**src/rtl/multicycle_sequencer_if.sv**
```systemverilog
// Handshake bundle between the multicycle sequencer and its environment.
//   master : control unit / datapath side. Drives run, ram_ready and the
//            decoded instruction controls; observes strobes and status.
//   slave  : the sequencer. Consumes the controls; drives per-cycle strobes,
//            debug state, busy, sticky error and the retired-instruction count.
// CNT_W sets the width of the retired counter and must match the sequencer.
interface multicycle_sequencer_if #(
  parameter int CNT_W = 32
);
  // environment -> sequencer
  logic             run;
  logic             ram_ready;
  logic             ramconfig;      // 1 = store
  logic             regbankconfig;  // 1 = instruction writes a register
  logic [1:0]       regsource;      // write-back source
  logic [1:0]       pcconfig;       // PC update mode
  logic             branch_taken;
  // sequencer -> datapath enables and status
  logic             imem_req;
  logic             ir_load;
  logic             dmem_req;
  logic             dmem_we;
  logic             reg_write;
  logic             pc_write;
  logic [1:0]       pc_select;
  logic [2:0]       state;
  logic             busy;
  logic             error;
  logic [CNT_W-1:0] retired;

  modport master (
    output run, ram_ready, ramconfig, regbankconfig, regsource, pcconfig, branch_taken,
    input  imem_req, ir_load, dmem_req, dmem_we, reg_write, pc_write, pc_select,
    input  state, busy, error, retired
  );

  modport slave (
    input  run, ram_ready, ramconfig, regbankconfig, regsource, pcconfig, branch_taken,
    output imem_req, ir_load, dmem_req, dmem_we, reg_write, pc_write, pc_select,
    output state, busy, error, retired
  );
endinterface

```
**src/rtl/multicycle_sequencer.sv**
```systemverilog
// Multi-cycle instruction sequencer. Steps one instruction at a time through
// FETCH, DECODE, EXECUTE, optional MEMORY, and WRITEBACK around a shared
// single-port RAM, turning decoded controls into per-cycle datapath strobes.
// Ports:
//   clk   : rising-edge clock for all state
//   reset : synchronous, active-high; forces IDLE, clears counters and error
//   bus   : multicycle_sequencer_if.slave -- run/ram_ready/decoded controls in;
//           imem_req, ir_load, dmem_req, dmem_we, reg_write, pc_write,
//           pc_select, state, busy, error, retired out
// Parameters:
//   TIMEOUT : cycles allowed waiting on ram_ready in FETCH/MEMORY (>= 2)
//   CNT_W   : retired-instruction counter width (wraps silently)
module multicycle_sequencer #(
  parameter int TIMEOUT = 16,
  parameter int CNT_W   = 32
) (
  input  logic                   clk,
  input  logic                   reset,
  multicycle_sequencer_if.slave  bus
);

  localparam logic [1:0] REGSRC_LOAD = 2'd1;
  localparam logic [1:0] PC_NORMAL   = 2'd0;
  localparam logic [1:0] PCSET_STEP  = 2'd1;

  localparam int              WAIT_W    = $clog2(TIMEOUT);
  localparam logic [WAIT_W-1:0] WAIT_LAST = WAIT_W'(TIMEOUT - 1);

  typedef enum logic [2:0] {
    S_IDLE      = 3'd0,
    S_FETCH     = 3'd1,
    S_DECODE    = 3'd2,
    S_EXECUTE   = 3'd3,
    S_MEMORY    = 3'd4,
    S_WRITEBACK = 3'd5,
    S_ERROR     = 3'd7
  } state_e;

  state_e             state_q, state_d;
  logic [WAIT_W-1:0]  wait_q, wait_d;
  logic               error_q, error_d;
  logic [CNT_W-1:0]   retired_q, retired_d;

  logic       imem_req, ir_load, dmem_req, dmem_we, reg_write, pc_write;
  logic [1:0] pc_sel;

  always_ff @(posedge clk) begin
    if (reset) begin
      state_q   <= S_IDLE;
      wait_q    <= '0;
      error_q   <= 1'b0;
      retired_q <= '0;
    end else begin
      state_q   <= state_d;
      wait_q    <= wait_d;
      error_q   <= error_d;
      retired_q <= retired_d;
    end
  end

  always_comb begin
    state_d   = state_q;
    wait_d    = wait_q;
    error_d   = error_q;
    retired_d = retired_q;
    imem_req  = 1'b0;
    ir_load   = 1'b0;
    dmem_req  = 1'b0;
    dmem_we   = 1'b0;
    reg_write = 1'b0;
    pc_write  = 1'b0;
    pc_sel    = PC_NORMAL;

    case (state_q)
      S_IDLE: begin
        if (bus.run) begin
          state_d = S_FETCH;
          wait_d  = '0;
        end
      end
      S_FETCH: begin
        imem_req = 1'b1;
        // A response in the last allowed wait cycle still counts.
        if (bus.ram_ready) begin
          ir_load = 1'b1;
          state_d = S_DECODE;
        end else if (wait_q == WAIT_LAST) begin
          state_d = S_ERROR;
          error_d = 1'b1;
        end else begin
          wait_d = wait_q + 1'b1;
        end
      end
      S_DECODE: state_d = S_EXECUTE;
      S_EXECUTE: begin
        if (bus.ramconfig || (bus.regsource == REGSRC_LOAD)) begin
          state_d = S_MEMORY;
          wait_d  = '0;
        end else begin
          state_d = S_WRITEBACK;
        end
      end
      S_MEMORY: begin
        dmem_req = 1'b1;
        dmem_we  = bus.ramconfig;
        if (bus.ram_ready) begin
          state_d = S_WRITEBACK;
        end else if (wait_q == WAIT_LAST) begin
          state_d = S_ERROR;
          error_d = 1'b1;
        end else begin
          wait_d = wait_q + 1'b1;
        end
      end
      S_WRITEBACK: begin
        pc_write  = 1'b1;
        reg_write = bus.regbankconfig;
        // A not-taken conditional step falls back to sequential PC.
        pc_sel    = ((bus.pcconfig == PCSET_STEP) && !bus.branch_taken) ? PC_NORMAL
                                                                        : bus.pcconfig;
        retired_d = retired_q + 1'b1;
        if (bus.run) begin
          state_d = S_FETCH;
          wait_d  = '0;
        end else begin
          state_d = S_IDLE;
        end
      end
      S_ERROR: state_d = S_ERROR;
      default: begin
        state_d = S_ERROR;
        error_d = 1'b1;
      end
    endcase
  end

  // Strobes are suppressed in the reset cycle so nothing reaches the datapath
  // while the FSM is being forced back to IDLE.
  assign bus.imem_req  = imem_req  & ~reset;
  assign bus.ir_load   = ir_load   & ~reset;
  assign bus.dmem_req  = dmem_req  & ~reset;
  assign bus.dmem_we   = dmem_we   & ~reset;
  assign bus.reg_write = reg_write & ~reset;
  assign bus.pc_write  = pc_write  & ~reset;
  assign bus.pc_select = (pc_write & ~reset) ? pc_sel : 2'b00;
  assign bus.state     = state_q;
  assign bus.busy      = (state_q != S_IDLE) && (state_q != S_ERROR);
  assign bus.error     = error_q;
  assign bus.retired   = retired_q;

endmodule
```
**src/flat_wrapper.sv**
```systemverilog
// flat-port wrapper written by rule: the top's interface ports become plain ports
module multicycle_sequencer_flat 
#(
  parameter int TIMEOUT = 16,
  parameter int CNT_W   = 32
)
  (clk, reset, bus_run, bus_ram_ready, bus_ramconfig, bus_regbankconfig, bus_regsource, bus_pcconfig, bus_branch_taken, bus_imem_req, bus_ir_load, bus_dmem_req, bus_dmem_we, bus_reg_write, bus_pc_write, bus_pc_select, bus_state, bus_busy, bus_error, bus_retired);
  multicycle_sequencer_if #(.CNT_W(CNT_W)) bus_i ();
  input  logic clk;
  input  logic reset;
  input wire logic [$bits(bus_i.run)-1:0] bus_run;
  input wire logic [$bits(bus_i.ram_ready)-1:0] bus_ram_ready;
  input wire logic [$bits(bus_i.ramconfig)-1:0] bus_ramconfig;
  input wire logic [$bits(bus_i.regbankconfig)-1:0] bus_regbankconfig;
  input wire logic [$bits(bus_i.regsource)-1:0] bus_regsource;
  input wire logic [$bits(bus_i.pcconfig)-1:0] bus_pcconfig;
  input wire logic [$bits(bus_i.branch_taken)-1:0] bus_branch_taken;
  output wire logic [$bits(bus_i.imem_req)-1:0] bus_imem_req;
  output wire logic [$bits(bus_i.ir_load)-1:0] bus_ir_load;
  output wire logic [$bits(bus_i.dmem_req)-1:0] bus_dmem_req;
  output wire logic [$bits(bus_i.dmem_we)-1:0] bus_dmem_we;
  output wire logic [$bits(bus_i.reg_write)-1:0] bus_reg_write;
  output wire logic [$bits(bus_i.pc_write)-1:0] bus_pc_write;
  output wire logic [$bits(bus_i.pc_select)-1:0] bus_pc_select;
  output wire logic [$bits(bus_i.state)-1:0] bus_state;
  output wire logic [$bits(bus_i.busy)-1:0] bus_busy;
  output wire logic [$bits(bus_i.error)-1:0] bus_error;
  output wire logic [$bits(bus_i.retired)-1:0] bus_retired;
  assign bus_i.run = bus_run;
  assign bus_i.ram_ready = bus_ram_ready;
  assign bus_i.ramconfig = bus_ramconfig;
  assign bus_i.regbankconfig = bus_regbankconfig;
  assign bus_i.regsource = bus_regsource;
  assign bus_i.pcconfig = bus_pcconfig;
  assign bus_i.branch_taken = bus_branch_taken;
  assign bus_imem_req = bus_i.imem_req;
  assign bus_ir_load = bus_i.ir_load;
  assign bus_dmem_req = bus_i.dmem_req;
  assign bus_dmem_we = bus_i.dmem_we;
  assign bus_reg_write = bus_i.reg_write;
  assign bus_pc_write = bus_i.pc_write;
  assign bus_pc_select = bus_i.pc_select;
  assign bus_state = bus_i.state;
  assign bus_busy = bus_i.busy;
  assign bus_error = bus_i.error;
  assign bus_retired = bus_i.retired;
  multicycle_sequencer #(.TIMEOUT(TIMEOUT), .CNT_W(CNT_W)) u_core (.clk(clk), .reset(reset), .bus(bus_i));
endmodule
```
**config.mk**
```make
export PLATFORM = sky130hd
export DESIGN_NAME = multicycle_sequencer_flat
export DESIGN_NICKNAME = d
export VERILOG_FILES = /design/src/rtl/multicycle_sequencer_if.sv /design/src/rtl/multicycle_sequencer.sv /design/src/flat_wrapper.sv
export SDC_FILE = /design/constraint.sdc
export NUM_CORES = 1
export LEC_CHECK = 0
export ABC_AREA = 0
export CORE_UTILIZATION = 30
export DETAILED_ROUTE_END_ITERATION = 6
export HOLD_SLACK_MARGIN = 0.03
export PLACE_DENSITY = 0.52
export SKIP_CTS_REPAIR_TIMING = 1
export SLEW_MARGIN = 20
export SYNTH_ARGS = -nofsm -noshare
export SYNTH_HDL_FRONTEND = slang
export SYNTH_SLANG_ARGS = --single-unit
```
**constraint.sdc**
```tcl
create_clock -name clk -period 2 [get_ports clk]
set_input_delay 0.3 -clock clk [delete_from_list [all_inputs] [get_ports clk]]
set_output_delay 0.3 -clock clk [all_outputs]
set_load 0.02 [all_outputs]
```
After elaboration in Yosys (flattened, before gate mapping)
Index checks and enable logic that the tools add are counted.

Flip-flop bits (word level): 40. Input bits: 11. Output and inout bits: 45. Word-level logic and storage cells: 67.

Add/subtract/negate cells: 2. Eq/ne operators: 16. Multiplexer cells: 25. Bitwise operators: 8. Reductions and logical operators: 12.

Operators with widths (count): 32-bit by 1-bit adder with 32-bit output (second input constant) (1); 3-bit case mux with 6 select lines (1); 4-bit 2-to-1 mux (4); 3-bit 2-to-1 mux (4); 4-bit case mux with 3 select lines (1); 1-bit 2-to-1 mux (11); 3-bit equality test (second input constant) (3); 1-bit bitwise AND (6); 3-bit by 2-bit equality test with 1-bit output (second input constant) (2); 2-bit 2-to-1 mux (3); 2-bit by 1-bit != test with 1-bit output (second input constant) (3); 2-bit != test (second input constant) (3); 3-bit nonzero test (2); 5-bit AND reduction (1); 5-bit OR reduction (1); 4-bit by 1-bit adder with 4-bit output (second input constant) (1); 2-bit by 1-bit equality test with 1-bit output (second input constant) (2); 4-bit equality test (second input constant) (1); 2-bit OR reduction (2); 3-bit by 1-bit equality test with 1-bit output (second input constant) (1); 3-bit zero test (1); 3-bit != test (second input constant) (1); 3-bit AND reduction (1); 1-bit logical AND (2); other kinds (4) (5).

Longest topological paths before layout
Gate-level depths: netlist (run 1).

Depth in word-level cells: 5. Depth in mapped cells: 7. Gate-level depth less buffers: 5.

Least setup slack after synthesis (run 1)
OpenSTA, ideal clock, no wires.

Path type: register -> register. Start point: register u_core.retired_q[0], in the netlist u_core.bus.retired[0]. End point: register u_core.retired_q[30], in the netlist u_core.bus.retired[30]. Library setup time: 0.123 ns. Arrival: 2.148 ns. Required time: 1.877 ns. Setup slack: -0.272 ns. Stages on the path, launching flop included: 8. Buffers on the path: 2. Clock period less this slack: 2.272 ns. Cell sequence: dfxtp_1 -> ha_1 -> nand4b_4 -> or4_1 -> buf_2 -> buf_6 -> nor3_1 -> mux2_1.

Word-level cells in the longest chain between the ends: 1.

RTL lines: start, declared (line multicycle_sequencer.sv:42) `logic [CNT_W-1:0] retired_q, retired_d;`; start signal, assigned (line multicycle_sequencer.sv:57) `retired_q <= retired_d;`; 32-bit by 1-bit adder with 32-bit output (line multicycle_sequencer.sv:121) `retired_d = retired_q + 1'b1;`.

Every way passes these cells. A chain may end at the register's enable or synchronous reset.

Worst setup path in the final report (run 1)
Start point: register u_core.state_q[1], in the netlist u_core.bus.state[1]. End point: register u_core.retired_q[25], in the netlist u_core.bus.retired[25].

Word-level cells in the longest chain between the ends: 1.

RTL lines: start, declared (line multicycle_sequencer.sv:39) `state_e state_q, state_d;`; start signal, assigned (line multicycle_sequencer.sv:54) `state_q <= state_d;`; 3-bit equality test (line multicycle_sequencer.sv:74) `case (state_q)`.

Every way passes these cells.

==> out/metrics.json, run 1 <==
{
  "outcome": {"value": "complete, no violations"},
  "cell_count_after_synthesis": {"value": 270},
  "leak_pwr": {"value": 1.36, "unit": "nW"},
  "yosysWarnings": {"value": 0},
  "place.gp.congestion": {"value": 0.842},
  "pwr_density_cell": {"value": 458, "unit": "nW/µm²"},
  "core_box_area": {"value": 6940, "unit": "µm²"},
  "placed_area": {"value": 3080, "unit": "µm²"},
  "timing.final.crit_period": {"value": 2.00, "unit": "ns"},
  "growth_of_design_area_from_synthesis_to_finish": {"value": 50.2, "unit": "%"},
  "pin_count_of_the_biggest_net_entering_global_routing": {"value": 20},
  "drt-initial-drc-count": {"value": 75},
  "synth-edff-count": {"value": 0},
  "reg2reg_setup_slack": {"value": 0.004, "unit": "ns"},
  "chipWidth": {"value": 87.6, "unit": "µm"},
  "area.sequential": {"value": 817, "unit": "µm²"},
  "synth_top_area_cell": {"value": "sky130_fd_sc_hd__dfxtp_1"},
  "yosys-top-cells-area": {"value": "sky130_fd_sc_hd__dfxtp_1, sky130_fd_sc_hd__mux2_1, sky130_fd_sc_hd__nor2_1"},
  "hp-class": {"value": "in2reg"},
  "setup-violations-final": {"value": 0},
  "final_antenna_violating_net_count": {"value": 0},
  "synth_ff_type": {"value": "sky130_fd_sc_hd__dfxtp_1"},
  "max-slew-margin-rel": {"value": 0.656},
  "clock_skew": {"value": 0.00805, "unit": "ns"},
  "sequentialPowerShare": {"value": 0.536},
  "final_layout_size_suffix_gt1_frac": {"value": 0.209},
  "asyncSetResetFlopFracSynth": {"value": 0},
  "cts.sink_count": {"value": 40},
  "grtUsageMet2": {"value": 0.232},
  "post_layout_net_count": {"value": 367},
  "drv_slew": {"value": 0},
  "global_route.usage.total": {"value": 0.153},
  "crit_path_start_kind": {"value": "flip-flop"},
  "power.share.clock": {"value": 0.336},
  "die-height": {"value": 87.6, "unit": "µm"},
  "final_area": {"value": 3300, "unit": "µm²"},
  "clk-insertion-delay-late": {"value": 0.29, "unit": "ns"},
  "tightest_slew": {"value": 0.517, "unit": "ns"},
  "drt-pass1-iter-count": {"value": 4},
  "vdd_ir_drop_max": {"value": 0.000204, "unit": "V"},
  "crit_arrival": {"value": 2.18, "unit": "ns"},
  "globalRoute.busiestLayer": {"value": "met2"},
  "synth.yosys.seq_area_share": {"value": 0.364},
  "drv.max_cap_violation_count": {"value": 0},
  "cts_made_buffers": {"value": 5},
  "crit_required": {"value": 2.18, "unit": "ns"},
  "netSwitchingPower": {"value": 0.383, "unit": "mW"},
  "sw_frac_of_total": {"value": 0.253},
  "grt_pass1_wl": {"value": 9210, "unit": "µm"},
  "syn_avg_cell_area": {"value": 8.15, "unit": "µm²"},
  "clk_pin_slew": {"value": 0.08, "unit": "ns"},
  "report.power.total": {"value": 1.51, "unit": "mW"},
  "wire_per_inst": {"value": 12.5, "unit": "µm"},
  "io_buffers": {"value": 55},
  "ys_seq_elements": {"value": 40},
  "detailedPlacementHpwl": {"value": 4220, "unit": "µm"},
  "synth.lib_cells_used.distinct": {"value": 47},
  "via_count": {"value": 2210},
  "cts_tree": {"value": "built"},
  "nFillCells": {"value": 678},
  "setup_repair_after_global_routing_missed_its_margin": {"value": "yes"},
  "antenna_violations_before_repair": {"value": 0},
  "power_frac_comb": {"value": 0.128},
  "timing.fmax": {"value": 501, "unit": "MHz"},
  "initial_utilization": {"value": 0.317},
  "critical_path_peak_fanout": {"value": 8},
  "clock_tree.htree_level_count": {"value": 2},
  "cp-end-kind": {"value": "flip-flop"},
  "internal_power": {"value": 1.13, "unit": "mW"},
  "hold_fails_final_rpt": {"value": 0},
  "floorplan.rows": {"value": 30},
  "use_met1": {"value": 0.217},
  "globalRouteMet3Util": {"value": 0.0339},
  "final.period_utilization": {"value": 0.998},
  "yosysTopAreaCellShare": {"value": 0.364},
  "cts_root_buf": {"value": "sky130_fd_sc_hd__clkbuf_8"},
  "vias_per_cell": {"value": 4.91},
  "timing.setup.critical_path_class": {"value": "reg2reg"},
  "synth_nets": {"value": 283},
  "drt_drc": {"value": 0},
  "globalRoute.totalOverflow": {"value": 0},
  "synth_area": {"value": 2200, "unit": "µm²"},
  "antenna-diode-count": {"value": 0},
  "top_level_ports": {"value": 56},
  "multiInputGateArea": {"value": 1380, "unit": "µm²"},
  "max-clock-path-buffers": {"value": 2},
  "drt-total-wl": {"value": 5610, "unit": "µm"},
  "die-area": {"value": 7680, "unit": "µm²"},
  "grt_pass1_vias": {"value": 1907}
}
-- flip-flops by register name, summed over array words and instances, names as in the netlist --
register,flops
u_core.bus.error,1
u_core.bus.retired,32
u_core.bus.state,3
u_core.wait_q,4
-- final timing paths --
check	startpoint	depth (start not counted)	to
setup / recovery	u_core.bus.state[1]$_SDFFE_PP0P_	5	u_core.bus.retired[25]$_SDFFE_PP0N_
hold reg to reg	u_core.wait_q[1]$_SDFFE_PP0P_	2	u_core.wait_q[1]$_SDFFE_PP0P_
setup reg to reg	u_core.bus.state[1]$_SDFFE_PP0P_	5	u_core.bus.retired[25]$_SDFFE_PP0N_
hold / removal	reset	2	u_core.bus.retired[11]$_SDFFE_PP0N_
-- stage by stage --
step | setup slack (ns) | setup TNS, ns | hold WS, ns | cells | utilization
after global routing | -0.113 | -0.584 | 0.377 | 450 | 0.476
after detailed placement | 0.0305 | 0 | 0.488 | 441 | 0.443
after floorplan | -0.0881 | -0.0881 | 0.459 | 270 | -
after CTS | -0.277 | -1.58 | 0.323 | 448 | 0.454
after global placement | 0.0489 | 0 | 0.478 | 441 | 0.443
final | 0.00390 | 0 | 0.332 | 450 | 0.476
-- layout by cell type (no fill, tap or decap), types with 3 or more instances in the layout --
| cell | n |
|---|---|
| sky130_fd_sc_hd__nor3_1 | 14 |
| sky130_fd_sc_hd__nor2_1 | 28 |
| sky130_fd_sc_hd__nand2_1 | 12 |
| sky130_fd_sc_hd__or3_1 | 5 |
| sky130_fd_sc_hd__dfxtp_1 | 33 |
| sky130_fd_sc_hd__xor2_1 | 4 |
| sky130_fd_sc_hd__xnor2_1 | 7 |
| sky130_fd_sc_hd__clkbuf_8 | 5 |
| sky130_fd_sc_hd__dlymetal6s2s_1 | 9 |
| sky130_fd_sc_hd__and2_1 | 5 |
| sky130_fd_sc_hd__mux2_1 | 8 |
| sky130_fd_sc_hd__nand3b_1 | 3 |
| sky130_fd_sc_hd__or4_1 | 5 |
| sky130_fd_sc_hd__inv_1 | 13 |
| sky130_fd_sc_hd__a21oi_1 | 16 |
| sky130_fd_sc_hd__nor2b_1 | 10 |
| sky130_fd_sc_hd__nand4_1 | 7 |
| sky130_fd_sc_hd__buf_4 | 36 |
| sky130_fd_sc_hd__o31ai_1 | 3 |
| sky130_fd_sc_hd__clkdlybuf4s50_1 | 45 |
| sky130_fd_sc_hd__o21ai_0 | 11 |
| sky130_fd_sc_hd__mux2i_1 | 3 |
| sky130_fd_sc_hd__nor3_2 | 5 |
| sky130_fd_sc_hd__nand3_1 | 12 |
| sky130_fd_sc_hd__mux2_4 | 3 |
| sky130_fd_sc_hd__nand2b_1 | 3 |
| sky130_fd_sc_hd__dfxtp_4 | 3 |
| sky130_fd_sc_hd__dfxtp_2 | 4 |
-- worst max-delay path: stages, from the launching register on --
cell	delay (ns)
sky130_fd_sc_hd__dfxtp_2	0.33
sky130_fd_sc_hd__nand3b_1	0.27
sky130_fd_sc_hd__buf_4	0.20
sky130_fd_sc_hd__or4_4	0.53
sky130_fd_sc_hd__nor3_1	0.22
sky130_fd_sc_hd__mux2_1	0.34
-- Yosys cell counts, drive strengths merged, types with 5 or more instances --
cell type  count
nand4          8
and2           5
dfxtp         40
nand2         12
xnor2          7
clkbuf        11
inv           13
mux2          11
or4            6
nor3          21
nand3         12
o21ai         11
nor2          29
buf            5
or3            7
nor2b         10
a21oi         18
-- layer usage --
metal | part of all wire | wire length [µm] | vias up
li1 | - | - | 1131
met1 | 0.50 | 2820 | 1030
met2 | 0.45 | 2520 | 43
met3 | 0.037 | 205 | 6
met4 | 0.012 | 66 | 0
met5 | 0 | 0 | -
-- layout make-up --
cell class,instances,share of cell area
multi-input combinational,201,0.417
timing repair buffer,93,0.261
sequential,40,0.247
tap,96,0.0364
clock buffer,6,0.0220
inverter,13,0.0148
clock inverter,1,0.00152
-- kinds of logic (layout without fill, tap and decap cells) --
| group | Yosys count | count (layout) | share of synthesized area |
|---|---|---|---|
| AND/OR/NAND/NOR | 130 | 130 | 0.334 |
| AO/OA/AOI/OAI | 44 | 44 | 0.119 |
| flip-flops | 40 | 40 | 0.364 |
| buffers and inverters | 29 | 113 | 0.0575 |
| multiplexers | 14 | 14 | 0.0700 |
| XOR/XNOR | 11 | 11 | 0.0438 |
| adder cells (fa/ha/maj) | 2 | 2 | 0.0114 |
-- power by group through the flow --
stage / clock network, mW / registers (mW) / logic [mW]
final: 0.508 / 0.811 / 0.193
after detailed placement: 0 / 0.830 / 0.194
after global routing: 0.564 / 0.813 / 0.213
after global placement: 0 / 0.831 / 0.194
after CTS: 0.531 / 0.811 / 0.195
after floorplan: 0 / 0.836 / 0.104
(Power assumes the default switching activity.)
==> run 2, diff against run 1 <==
--- a/config.mk
+++ b/config.mk
@@ -10,7 +10,6 @@
 export DETAILED_ROUTE_END_ITERATION = 6
 export HOLD_SLACK_MARGIN = 0.03
 export PLACE_DENSITY = 0.52
-export SKIP_CTS_REPAIR_TIMING = 1
 export SLEW_MARGIN = 20
 export SYNTH_ARGS = -nofsm -noshare
 export SYNTH_HDL_FRONTEND = slang
==> out/metrics.json, run 2 (synthesis results as in run 1) <==
{
  "sequentialPowerShare": {"value": 0.538},
  "multiInputGateArea": {"value": 1320, "unit": "µm²"},
  "area.sequential": {"value": 815, "unit": "µm²"},
  "largest_register_ff_count": {"value": 32},
  "global_route.usage.total": {"value": 0.154},
  "drt-initial-drc-count": {"value": 71},
  "drv.max_cap_violation_count": {"value": 0},
  "clock_skew": {"value": 0.00813, "unit": "ns"},
  "power.share.clock": {"value": 0.337},
  "pwr_density_cell": {"value": 469, "unit": "nW/µm²"},
  "met2WireLength": {"value": 2510, "unit": "µm"},
  "timing.setup.critical_path_class": {"value": "reg2reg"},
  "post-place-cells": {"value": 441},
  "clk-insertion-delay-late": {"value": 0.29, "unit": "ns"},
  "io_buffers": {"value": 55},
  "cts_root_buf": {"value": "sky130_fd_sc_hd__clkbuf_8"},
  "report.power.total": {"value": 1.51, "unit": "mW"},
  "vdd_ir_drop_max": {"value": 0.000204, "unit": "V"},
  "fin_tns_setup": {"value": 0, "unit": "ns"},
  "via_count": {"value": 2199},
  "drv_slew": {"value": 0},
  "drt-pass1-iter-count": {"value": 4},
  "die-area": {"value": 7680, "unit": "µm²"},
  "layout.cells.most_common": {"value": "sky130_fd_sc_hd__clkdlybuf4s50_1"},
  "globalRoute.totalOverflow": {"value": 0},
  "power_frac_comb": {"value": 0.126},
  "detailedPlacementHpwl": {"value": 4220, "unit": "µm"},
  "placed_area": {"value": 3080, "unit": "µm²"},
  "growth_of_design_area_from_synthesis_to_finish": {"value": 46.3, "unit": "%"},
  "final_layout_size_suffix_gt1_frac": {"value": 0.188},
  "antenna-diode-count": {"value": 0},
  "cts-hold-fix-buffers": {"value": 0},
  "timing.fmax": {"value": 520, "unit": "MHz"},
  "timing.final.ws_setup": {"value": 0.0754, "unit": "ns"},
  "core_box_area": {"value": 6940, "unit": "µm²"},
  "internal_power": {"value": 1.13, "unit": "mW"},
  "max-clock-path-buffers": {"value": 2},
  "met1Wirelength": {"value": 2900, "unit": "µm"},
  "leak_pwr": {"value": 1.20, "unit": "nW"},
  "die-height": {"value": 87.6, "unit": "µm"},
  "sw_frac_of_total": {"value": 0.254},
  "cts.sink_count": {"value": 40},
  "fin_cells": {"value": 452},
  "initial_utilization": {"value": 0.317},
  "crit_path_start_kind": {"value": "flip-flop"},
  "top_level_ports": {"value": 56},
  "layout_common_cells": {"value": "sky130_fd_sc_hd__clkdlybuf4s50_1, sky130_fd_sc_hd__buf_4, sky130_fd_sc_hd__dfxtp_1"},
  "vias_per_cell": {"value": 4.87},
  "tightest_slew": {"value": 0.516, "unit": "ns"},
  "wire_per_inst": {"value": 12.5, "unit": "µm"},
  "pin_count_of_the_biggest_net_entering_global_routing": {"value": 20},
  "hold_fails_final_rpt": {"value": 0},
  "final_area": {"value": 3220, "unit": "µm²"},
  "drt_drc": {"value": 0},
  "netSwitchingPower": {"value": 0.383, "unit": "mW"},
  "max-slew-margin-rel": {"value": 0.656},
  "detailedPlace.worstSlack": {"value": 0.0305, "unit": "ns"},
  "final.period_utilization": {"value": 0.962},
  "met3WireLength": {"value": 174, "unit": "µm"},
  "grt_pass1_wl": {"value": 9270, "unit": "µm"},
  "hp-class": {"value": "in2reg"},
  "outcome": {"value": "complete, no violations"},
  "nFillCells": {"value": 698},
  "drt-total-wl": {"value": 5650, "unit": "µm"},
  "antenna_violations_before_repair": {"value": 0},
  "setup-violations-final": {"value": 0},
  "crit_arrival": {"value": 2.14, "unit": "ns"},
  "setup_repair_after_global_routing_missed_its_margin": {"value": "yes"},
  "place.gp.congestion": {"value": 0.842},
  "cts_made_buffers": {"value": 5},
  "clk_pin_slew": {"value": 0.08, "unit": "ns"},
  "cts_tree": {"value": "built"},
  "floorplan.rows": {"value": 30},
  "post_layout_net_count": {"value": 369},
  "final_antenna_violating_net_count": {"value": 0},
  "crit_required": {"value": 2.22, "unit": "ns"},
  "critical_path_peak_fanout": {"value": 15},
  "highest_layer": {"value": "met4"},
  "clock_tree.htree_level_count": {"value": 2},
  "timing.final.crit_period": {"value": 1.92, "unit": "ns"},
  "chipWidth": {"value": 87.6, "unit": "µm"},
  "cp-end-kind": {"value": "flip-flop"},
  "grt_pass1_vias": {"value": 1917}
}
## run 2: final cells by class
| cell class | count | area share |
|---|---|---|
| well taps | 96 | 0.0373 |
| clock inverters | 1 | 0.00156 |
| multi-input cells | 201 | 0.409 |
| clock buffers | 6 | 0.0226 |
| inverters | 13 | 0.0152 |
| repair buffers | 95 | 0.262 |
| flip-flops and latches | 40 | 0.253 |
## run 2: what timing repair did
item | 4_1_cts | 5_1_grt
setup buffers | 2 | 2
resized for setup | 11 | 8
setup endpoints to repair | 9 | 13
pin swaps | 1 | 2
endpoints found under the hold margin | 0 | 0
## run 2: critical path, cell delays in order, from the launching register on
cell	delay (ns)
sky130_fd_sc_hd__dfxtp_4	0.38
sky130_fd_sc_hd__ha_4	0.15
sky130_fd_sc_hd__nand4b_4	0.09
sky130_fd_sc_hd__or4_1	0.52
sky130_fd_sc_hd__buf_6	0.17
sky130_fd_sc_hd__or4_1	0.40
sky130_fd_sc_hd__a21oi_1	0.15
## run 2: power by group through the flow
| stage | combinational (mW) | sequential (mW) | clock, mW |
|---|---|---|---|
| final | 0.190 | 0.812 | 0.509 |
| after global routing | 0.209 | 0.813 | 0.564 |
| after CTS | 0.191 | 0.811 | 0.531 |
| after detailed placement | 0.194 | 0.830 | 0 |
| after global placement | 0.194 | 0.831 | 0 |
| after floorplan | 0.104 | 0.836 | 0 |
## run 2: metal layers
metal,track usage,vias up
met3,0.0339,6
met2,0.237,43
li1,-,1134
met4,0.0447,0
met1,0.216,1016
met5,0,-
## run 2: final timing paths
path                                        from                                   to  slack [ns]  depth (start not counted)
min reg2reg  u_core.bus.retired[20]$_SDFFE_PP0N_  u_core.bus.retired[20]$_SDFFE_PP0N_        0.50                          2
min                                        reset  u_core.bus.retired[11]$_SDFFE_PP0N_        0.33                          2
max           u_core.bus.retired[0]$_SDFFE_PP0N_  u_core.bus.retired[20]$_SDFFE_PP0N_        0.08                          6
max reg2reg   u_core.bus.retired[0]$_SDFFE_PP0N_  u_core.bus.retired[20]$_SDFFE_PP0N_        0.08                          6
## run 2: metrics by stage
stage / utilization / hold WS, ns
global route: 0.463 / 0.369
finish: 0.463 / 0.325
global placement: 0.443 / 0.478
CTS: 0.456 / 0.331
detailed placement: 0.443 / 0.488
floorplan: - / 0.459
